<file path="config.mk">
export PLATFORM = sky130hd
export DESIGN_NAME = hazard_ctrl_seq_flat
export DESIGN_NICKNAME = d
export VERILOG_FILES = /design/src/rtl/hazard_ctrl_seq_if.sv /design/src/rtl/hazard_ctrl_seq.sv /design/src/flat_wrapper.sv
export SDC_FILE = /design/constraint.sdc
export NUM_CORES = 1
export LEC_CHECK = 0
export CAP_MARGIN = 20
export CELL_PAD_IN_SITES_DETAIL_PLACEMENT = 0
export CELL_PAD_IN_SITES_GLOBAL_PLACEMENT = 1
export CORE_MARGIN = 1.5
export CORE_UTILIZATION = 47
export CTS_BUF_LIST = sky130_fd_sc_hd__clkbuf_16
export DETAILED_ROUTE_END_ITERATION = 6
export DONT_BUFFER_PORTS = 1
export PLACE_DENSITY_LB_ADDON = 0.25
export RECOVER_POWER = 100
export SKIP_LAST_GASP = 1
export SYNTH_ARGS = -nofsm -noshare
export SYNTH_HDL_FRONTEND = slang
export SYNTH_SLANG_ARGS = --single-unit
</file>
<file path="constraint.sdc">
create_clock -name clk_i -period 2.8 [get_ports clk_i]
set_clock_uncertainty 0.2 [all_clocks]
set_input_delay 0.14 -clock clk_i [delete_from_list [all_inputs] [get_ports clk_i]]
set_output_delay 0.14 -clock clk_i [all_outputs]
set_load 0.02 [all_outputs]
</file>
<file path="src/rtl/hazard_ctrl_seq_if.sv">
// rtl/hazard_ctrl_seq_if.sv - pipeline <-> hazard controller signal bundle
//
// Purpose: groups the ID-stage hazard inputs and the pipeline control
//          outputs of hazard_ctrl_seq into one interface.
// Ports (modport view of the hazard controller = slave):
//   inputs : memread_idex_i, rd_idex_i, rs1_ifid_i, rs2_ifid_i,
//            use_rs2_ifid_i, branch_taken_i, md_start_i
//   outputs: pcwrite_o, ifid_stall_o, ifid_flush_o, idex_bubble_o,
//            idex_stall_o, exmem_bubble_o, busy_o, stall_cnt_o, flush_cnt_o
// The master modport is the pipeline side that drives the hazard inputs.

interface hazard_ctrl_seq_if #(
    parameter int AW     = 5,
    parameter int PERF_W = 16
);
    logic              memread_idex_i;
    logic [AW-1:0]     rd_idex_i;
    logic [AW-1:0]     rs1_ifid_i;
    logic [AW-1:0]     rs2_ifid_i;
    logic              use_rs2_ifid_i;
    logic              branch_taken_i;
    logic              md_start_i;

    logic              pcwrite_o;
    logic              ifid_stall_o;
    logic              ifid_flush_o;
    logic              idex_bubble_o;
    logic              idex_stall_o;
    logic              exmem_bubble_o;
    logic              busy_o;
    logic [PERF_W-1:0] stall_cnt_o;
    logic [PERF_W-1:0] flush_cnt_o;

    modport master (
        output memread_idex_i, rd_idex_i, rs1_ifid_i, rs2_ifid_i,
               use_rs2_ifid_i, branch_taken_i, md_start_i,
        input  pcwrite_o, ifid_stall_o, ifid_flush_o, idex_bubble_o,
               idex_stall_o, exmem_bubble_o, busy_o, stall_cnt_o, flush_cnt_o
    );

    modport slave (
        input  memread_idex_i, rd_idex_i, rs1_ifid_i, rs2_ifid_i,
               use_rs2_ifid_i, branch_taken_i, md_start_i,
        output pcwrite_o, ifid_stall_o, ifid_flush_o, idex_bubble_o,
               idex_stall_o, exmem_bubble_o, busy_o, stall_cnt_o, flush_cnt_o
    );
endinterface

</file>
<file path="src/rtl/hazard_ctrl_seq.sv">
// rtl/hazard_ctrl_seq.sv - multi-cycle load-use / branch / mul-div hazard controller
//
// Purpose: ID-stage hazard controller for a 5-stage pipeline. Handles
//          multi-cycle load-use stalls, multi-cycle branch flushes and
//          multi-cycle mul/div EX occupancy with one FSM, and keeps
//          saturating stall/flush performance counters.
// Ports:
//   clk_i  - clock, rising edge
//   rst_i  - asynchronous active-high reset
//   hz     - hazard_ctrl_seq_if.slave: hazard inputs, pipeline control
//            outputs (pcwrite/stall/flush/bubble), busy and perf counters
// Parameters: AW register-address width, MEM_STALL / FLUSH_CYC / MD_LAT
//   cycle lengths of each event (all >= 1), PERF_W counter width.
//   AW and PERF_W must match the connected interface.

module hazard_ctrl_seq #(
    parameter int AW        = 5,
    parameter int MEM_STALL = 1,
    parameter int FLUSH_CYC = 1,
    parameter int MD_LAT    = 4,
    parameter int PERF_W    = 16
) (
    input  logic             clk_i,
    input  logic             rst_i,
    hazard_ctrl_seq_if.slave hz
);

    localparam int MAX_AB = (MEM_STALL > FLUSH_CYC) ? MEM_STALL : FLUSH_CYC;
    localparam int MAX_C  = (MAX_AB > MD_LAT) ? MAX_AB : MD_LAT;
    localparam int CW     = $clog2(MAX_C + 1);

    typedef enum logic [1:0] {
        IDLE    = 2'd0,
        LD_WAIT = 2'd1,
        FLUSH   = 2'd2,
        MD_BUSY = 2'd3
    } state_t;

    state_t            state;
    logic [CW-1:0]     cnt;
    logic [PERF_W-1:0] stall_cnt;
    logic [PERF_W-1:0] flush_cnt;

    logic [AW-1:0]     rd;
    logic [AW-1:0]     rs1;
    logic [AW-1:0]     rs2;
    logic              lu;

    logic              pcwrite;
    logic              ifid_stall;
    logic              ifid_flush;
    logic              idex_bubble;
    logic              idex_stall;
    logic              exmem_bubble;

    assign rd  = hz.rd_idex_i;
    assign rs1 = hz.rs1_ifid_i;
    assign rs2 = hz.rs2_ifid_i;

    // x0 is hard-wired zero, so a load targeting it never creates a hazard.
    assign lu = hz.memread_idex_i && (rd != '0) &&
                ((rd == rs1) || (hz.use_rs2_ifid_i && (rd == rs2)));

    // Control outputs are combinational so the first hazard cycle is
    // covered in IDLE; the FSM only extends events lasting more than one
    // cycle. Reset forces defaults regardless of inputs.
    always_comb begin
        pcwrite      = 1'b1;
        ifid_stall   = 1'b0;
        ifid_flush   = 1'b0;
        idex_bubble  = 1'b0;
        idex_stall   = 1'b0;
        exmem_bubble = 1'b0;
        if (!rst_i) begin
            case (state)
                IDLE: begin
                    // Load-use wins so a branch depending on load data is
                    // not resolved with stale operands.
                    if (lu) begin
                        pcwrite     = 1'b0;
                        ifid_stall  = 1'b1;
                        idex_bubble = 1'b1;
                    end else if (hz.branch_taken_i) begin
                        ifid_flush  = 1'b1;
                        idex_bubble = 1'b1;
                    end
                end
                LD_WAIT: begin
                    pcwrite     = 1'b0;
                    ifid_stall  = 1'b1;
                    idex_bubble = 1'b1;
                end
                FLUSH: begin
                    ifid_flush  = 1'b1;
                    idex_bubble = 1'b1;
                end
                MD_BUSY: begin
                    // IF, ID and ID/EX are frozen; the mul/div result is
                    // still forming, so EX/MEM receives bubbles.
                    pcwrite      = 1'b0;
                    ifid_stall   = 1'b1;
                    idex_stall   = 1'b1;
                    exmem_bubble = 1'b1;
                end
                default: ;
            endcase
        end
    end

    always_ff @(posedge clk_i or posedge rst_i) begin
        if (rst_i) begin
            state     <= IDLE;
            cnt       <= '0;
            stall_cnt <= '0;
            flush_cnt <= '0;
        end else begin
            case (state)
                IDLE: begin
                    // Mul/div occupancy overrides load/flush extension:
                    // the ID instruction is re-evaluated once EX frees up.
                    if (hz.md_start_i && (MD_LAT > 1)) begin
                        state <= MD_BUSY;
                        cnt   <= CW'(MD_LAT - 1);
                    end else if (lu && (MEM_STALL > 1)) begin
                        state <= LD_WAIT;
                        cnt   <= CW'(MEM_STALL - 1);
                    end else if (!lu && hz.branch_taken_i && (FLUSH_CYC > 1)) begin
                        state <= FLUSH;
                        cnt   <= CW'(FLUSH_CYC - 1);
                    end
                end
                LD_WAIT, FLUSH, MD_BUSY: begin
                    // Inputs (including a stray md_start_i) are ignored here.
                    cnt <= cnt - CW'(1);
                    if (cnt == CW'(1)) begin
                        state <= IDLE;
                    end
                end
                default: begin
                    state <= IDLE;
                    cnt   <= '0;
                end
            endcase

            // Saturating counters: hold at all-ones instead of wrapping.
            if (!pcwrite && (stall_cnt != '1)) begin
                stall_cnt <= stall_cnt + PERF_W'(1);
            end
            if (ifid_flush && (flush_cnt != '1)) begin
                flush_cnt <= flush_cnt + PERF_W'(1);
            end
        end
    end

    assign hz.pcwrite_o      = pcwrite;
    assign hz.ifid_stall_o   = ifid_stall;
    assign hz.ifid_flush_o   = ifid_flush;
    assign hz.idex_bubble_o  = idex_bubble;
    assign hz.idex_stall_o   = idex_stall;
    assign hz.exmem_bubble_o = exmem_bubble;
    assign hz.busy_o         = (state != IDLE);
    assign hz.stall_cnt_o    = stall_cnt;
    assign hz.flush_cnt_o    = flush_cnt;

endmodule

</file>
<file path="src/flat_wrapper.sv">
// flat-port wrapper written by rule: the top's interface ports become plain ports
module hazard_ctrl_seq_flat 
#(
    parameter int AW        = 5,
    parameter int MEM_STALL = 1,
    parameter int FLUSH_CYC = 1,
    parameter int MD_LAT    = 4,
    parameter int PERF_W    = 16
)
  (clk_i, rst_i, hz_memread_idex_i, hz_rd_idex_i, hz_rs1_ifid_i, hz_rs2_ifid_i, hz_use_rs2_ifid_i, hz_branch_taken_i, hz_md_start_i, hz_pcwrite_o, hz_ifid_stall_o, hz_ifid_flush_o, hz_idex_bubble_o, hz_idex_stall_o, hz_exmem_bubble_o, hz_busy_o, hz_stall_cnt_o, hz_flush_cnt_o);
  hazard_ctrl_seq_if #(.AW(AW), .PERF_W(PERF_W)) hz_i ();
  input  logic clk_i;
  input  logic rst_i;
  input wire logic [$bits(hz_i.memread_idex_i)-1:0] hz_memread_idex_i;
  input wire logic [$bits(hz_i.rd_idex_i)-1:0] hz_rd_idex_i;
  input wire logic [$bits(hz_i.rs1_ifid_i)-1:0] hz_rs1_ifid_i;
  input wire logic [$bits(hz_i.rs2_ifid_i)-1:0] hz_rs2_ifid_i;
  input wire logic [$bits(hz_i.use_rs2_ifid_i)-1:0] hz_use_rs2_ifid_i;
  input wire logic [$bits(hz_i.branch_taken_i)-1:0] hz_branch_taken_i;
  input wire logic [$bits(hz_i.md_start_i)-1:0] hz_md_start_i;
  output wire logic [$bits(hz_i.pcwrite_o)-1:0] hz_pcwrite_o;
  output wire logic [$bits(hz_i.ifid_stall_o)-1:0] hz_ifid_stall_o;
  output wire logic [$bits(hz_i.ifid_flush_o)-1:0] hz_ifid_flush_o;
  output wire logic [$bits(hz_i.idex_bubble_o)-1:0] hz_idex_bubble_o;
  output wire logic [$bits(hz_i.idex_stall_o)-1:0] hz_idex_stall_o;
  output wire logic [$bits(hz_i.exmem_bubble_o)-1:0] hz_exmem_bubble_o;
  output wire logic [$bits(hz_i.busy_o)-1:0] hz_busy_o;
  output wire logic [$bits(hz_i.stall_cnt_o)-1:0] hz_stall_cnt_o;
  output wire logic [$bits(hz_i.flush_cnt_o)-1:0] hz_flush_cnt_o;
  assign hz_i.memread_idex_i = hz_memread_idex_i;
  assign hz_i.rd_idex_i = hz_rd_idex_i;
  assign hz_i.rs1_ifid_i = hz_rs1_ifid_i;
  assign hz_i.rs2_ifid_i = hz_rs2_ifid_i;
  assign hz_i.use_rs2_ifid_i = hz_use_rs2_ifid_i;
  assign hz_i.branch_taken_i = hz_branch_taken_i;
  assign hz_i.md_start_i = hz_md_start_i;
  assign hz_pcwrite_o = hz_i.pcwrite_o;
  assign hz_ifid_stall_o = hz_i.ifid_stall_o;
  assign hz_ifid_flush_o = hz_i.ifid_flush_o;
  assign hz_idex_bubble_o = hz_i.idex_bubble_o;
  assign hz_idex_stall_o = hz_i.idex_stall_o;
  assign hz_exmem_bubble_o = hz_i.exmem_bubble_o;
  assign hz_busy_o = hz_i.busy_o;
  assign hz_stall_cnt_o = hz_i.stall_cnt_o;
  assign hz_flush_cnt_o = hz_i.flush_cnt_o;
  hazard_ctrl_seq #(.AW(AW), .MEM_STALL(MEM_STALL), .FLUSH_CYC(FLUSH_CYC), .MD_LAT(MD_LAT), .PERF_W(PERF_W)) u_core (.clk_i(clk_i), .rst_i(rst_i), .hz(hz_i));
endmodule
</file>
Word-level counts from Yosys, hierarchy flattened
Index checks and enable logic that the tools add are counted.
{"block": "totals", "n_memories": 0, "latchBits": 0, "word_cells": 51, "mem_bits_rw": 0, "in_bits": 21, "output_inout_bits": 39, "reg_bits": 37, "romBits": 0}
{"block": "op_classes", "div_mod_pow": 0, "n_mux": 20, "shifts": 0, "reduce_logical": 14, "mul": 0, "n_eq_ne": 10, "bitwise_logic": 0, "addsub": 3, "order_cmp": 0}
{"cell": "$add 16x1->16 const B", "n": 2}
{"cell": "$ne 16x16->1 const B", "n": 2}
{"cell": "$mux 1", "n": 11}
{"cell": "$eq 5x5->1", "n": 2}
{"cell": "$pmux 1 s2", "n": 4}
{"cell": "$pmux 3 s2", "n": 1}
{"cell": "$logic_and 1x1->1", "n": 5}
{"cell": "$reduce_bool 5->1", "n": 1}
{"cell": "$eq 2x2->1 const B", "n": 2}
{"cell": "$mux 2", "n": 2}
{"cell": "$pmux 2 s2", "n": 1}
{"cell": "$reduce_or 2->1", "n": 2}
{"cell": "$eq 3x1->1 const B", "n": 1}
{"cell": "$mux 3", "n": 1}
{"cell": "$reduce_or 3->1", "n": 1}
{"cell": "$sub 3x1->3 const B", "n": 1}
{"cell": "$eq 2x1->1 const B", "n": 1}
{"cell": "$logic_not 2->1", "n": 1}
{"cell": "$ne 2x1->1 const B", "n": 1}
{"cell": "$ne 2x2->1 const B", "n": 1}
{"cell": "$reduce_and 2->1", "n": 1}
{"cell": "$reduce_bool 2->1", "n": 1}
{"cell": "$logic_not 1->1", "n": 1}
{"cell": "$logic_or 1x1->1", "n": 1}

Depth between registers and ports, before layout
{"block": "logic_depth", "word_depth": 9, "mapped_depth": 8}

Worst setup path before layout
OpenSTA, ideal clock, no wires.
{"block": "synth_timing", "path_kind": "register to register", "start": "reg u_core.stall_cnt[0], in the netlist u_core.hz.stall_cnt_o[0]", "end": "reg u_core.stall_cnt[15], in the netlist u_core.hz.stall_cnt_o[15]", "t_arrival_ns": 2.073, "setup_slack_ns": 0.448, "required_time_ns": 2.520, "path_buffers": 2, "path_stages_with_launch": 9, "synth_period_minus_slack_ns": 2.352, "setup_time_ns": 0.080, "path_cell_list": "dfrtp_1 > ha_1 > and2_1 > clkbuf_1 > and3_1 > or3_1 > buf_2 > nor4b_2 > xor2_1"}
{"block": "synth_between", "elab_chain_cells": 2, "elab_cells_between_ends": 3, "cone_classes": "add/sub: 1; eq/ne: 1; reduce/logical: 1"}
{"element": "start: declaration", "line_no": "hazard_ctrl_seq.sv:41", "rtl": "logic [PERF_W-1:0] stall_cnt;"}
{"element": "start signal: assignment", "line_no": "hazard_ctrl_seq.sv:147", "rtl": "stall_cnt <= stall_cnt + PERF_W'(1);"}
{"element": "branches (longest 2 deep; another with $add 16x1->16)"}
Parallel ways; which one is timed is not known.
A chain may end at the register's enable or synchronous reset.

Final worst setup path
Ends and elaborated chain as after synthesis.

==> results.ini <==
[routing]
ant_nets=0
wl_um=4130
vias=1394
drtIter0Drc=84
wire_per_inst_um=16.8
via_per_inst=5.69
firstDrtPassIters=4
drc_errors=0

[synthesis]
synth_area_leader_cell=dfrtp_1
seq_area_frac_synth_pct=44.9
synth.area.top_cells=dfrtp_1, xor2_1, xnor2_1, nand4_1, ha_1
synth_top_area_share_pct=44.9
synth_edf_count=0
synth_flop_cell=dfrtp_1
async_flop_share_pct=100
synth_seq_cells=36
ys_warn_count=0
syn_avg_cell_area_um2=10.6
synth.net_count=215
syn_area_um2=2010
yosysUniqueCellTypes=41
synthCells=190

[floorplanning]
fp.dieArea_um2=4670
design.core.area_um2=4060
die_w_um=68.4
die_h_um=68.4
io_pins=60
initial_utilization_pct=49.5
row_count=23

[clocking]
ctsRootBufferMaster=clkbuf_16
cts_sinks=36
cts_tree=yes
postCtsSetupRepairBufs=0
cts-buffers-inserted=5
clk_latency_ns=0.28
post_cts_resized=0
htree_num_levels=2
cts_buffer_depth=2
ctsHoldBuffers=2
clkTransAtPathRegs_ns=0.05

[timing]
slew_headroom_pct=12.6
rsz0062_at_grt=false
setup_viol=0
fin_crit_sh_pct=89.9
fin_crit_ns=2.52
tightest_slew_ns=1.31
finalHoldViolCount=0
max_freq_mhz=397
setup_ws_ns=0.282
drv_slew=0
setup_tns_ns=0

[power_and_ir_drop]
clkPwrFrac_pct=33.3
power.density_nw_per_um2=846
leakagePower_nw=1.01
ir_drop_uv=484
pwr-share-seq_pct=47.6
p_sw_share_pct=35.2
pwr-share-comb_pct=19.1
internal-power_w=0.00120
power.total_w=0.00185
p_switching_w=0.000652

[setup_path]
startpoint_type=flip-flop
cp-end-kind=flip-flop
cp_max_fo=7
cp_data_required_time_ns=2.79
path_class=flip-flop to flip-flop
cp.arrival_ns=2.51
worstRegToRegCells=6

[finish]
diodes=0
drive_above_1_share_pct=8.72
syn_to_final_growth_pct=8.97
fin_area_um2=2190
nNetsFinal=219

[global_routing]
grt_pass1_wl_um=6620
antenna_found_initial=0
first_global_vias=1418
grt_max_degree=26
grt_usage_pct=19.2
gr-total-overflow=0

[placed_design]
gp_congestion=0.893
port_buffers=0
dp_slack_ns=0.363
place_hpwl_um=3050
place_area_um2=2050

[outcome]
status=complete, no violations

[job]
maxCapViolations=0

[hold_path]
min_delay_path_depth=3
hold_class=primary input to flip-flop

==> flip-flops by register name, indices dropped and copies added (netlist names) <==
signal and cells:
u_core.cnt 3, u_core.hz.flush_cnt_o 16, u_core.hz.stall_cnt_o 16, u_core.state 1
==> cell usage in the layout, fill, tap and decap left out, types with 6 or more instances in the layout <==
cell type and instances:
nand3_1 10, xnor2_1 11, and3_1 6, nor3_1 7, inv_1 9, xor2_1 28, nand2_1 12, nand4_1 9
nor2_1 11, dfrtp_1 36
==> layer usage <==
metal | up-vias | global-route usage, % | part of all wire [%]
met5 | - | 0 | 0
met4 | 0 | 5.50 | 1.0
met3 | 4 | 7.40 | 5.3
met2 | 32 | 33.0 | 51
met1 | 689 | 22.2 | 42
li1 | 669 | - | -
==> worst paths after layout <==
kind / slack [ns] / to / start
max reg2reg: 0.28 / u_core.hz.stall_cnt_o[15]$_DFFE_PP0P_ / u_core.hz.stall_cnt_o[0]$_DFFE_PP0P_
max: 0.28 / u_core.hz.stall_cnt_o[15]$_DFFE_PP0P_ / u_core.hz.stall_cnt_o[0]$_DFFE_PP0P_
max in group asynchronous: 0.67 / u_core.hz.flush_cnt_o[5]$_DFFE_PP0P_ / rst_i
min reg2reg: 0.32 / u_core.cnt[0]$_DFFE_PP0P_ / u_core.cnt[0]$_DFFE_PP0P_
min in group asynchronous: 0.16 / u_core.hz.stall_cnt_o[2]$_DFFE_PP0P_ / rst_i
min: 0.14 / u_core.hz.stall_cnt_o[3]$_DFFE_PP0P_ / rst_i
==> critical path, cell delays in order (launching register included) <==
cell     delay (ns)
dfrtp_1        0.48
ha_1           0.26
and2_0         0.26
and3_1         0.24
or3_1          0.47
nor4b_2        0.32
xor2_1         0.19
==> per-stage QoR <==
| step | hold WS, ns | instances | util (%) |
|---|---|---|---|
| 2_1_floorplan | 0.0977 | 190 | - |
| 3_3_place_gp | -0.134 | 235 | 50.4 |
| 3_5_place_dp | -0.126 | 235 | 50.4 |
| 4_1_cts | 0.0883 | 245 | 54.9 |
| 5_1_grt | 0.169 | 245 | 53.9 |
| 6_report | 0.143 | 245 | 53.9 |
==> cells by family after synthesis <==
kind of cell | after synthesis | share of synthesized area [%]
AND/OR/NAND/NOR | 83 | 25.0
XOR/XNOR | 39 | 17.0
adder cells (fa/ha/maj) | 4 | 2.49
buffers and inverters | 15 | 3.49
flip-flops | 36 | 44.9
AO/OA/AOI/OAI | 9 | 4.86
multiplexers | 4 | 2.24
==> layout make-up <==
cell class              count  area [µm²]
clock buffers               5         125
clock inverters             3        38.8
fillers                   360        1870
inverters                   8        30.0
multi-input cells         139        1000
flip-flops and latches     36         901
well taps                  50        62.6
repair buffers              4        31.3
==> power groups by stage <==
stage          Combinational (W)  Clock [W]  Sequential [W]
2_1_floorplan           0.000321          0        0.000843
3_3_place_gp            0.000346          0        0.000886
3_5_place_dp            0.000365          0        0.000893
4_1_cts                 0.000369   0.000629        0.000884
5_1_grt                 0.000406   0.000648        0.000899
6_report                0.000354   0.000616        0.000881
==> synthesized netlist by cell type (all sizes together), types with 2 or more instances <==
library cell	n
a21oi	2
and2	2
and3	7
and4	5
buf	4
clkbuf	3
dfrtp	36
ha	4
inv	8
mux2	4
nand2	12
nand2b	3
nand3	10
nand4	9
nor2	11
nor3	8
nor3b	4
nor4	6
nor4b	2
xnor2	11
xor2	28
(Power assumes the default switching activity.)
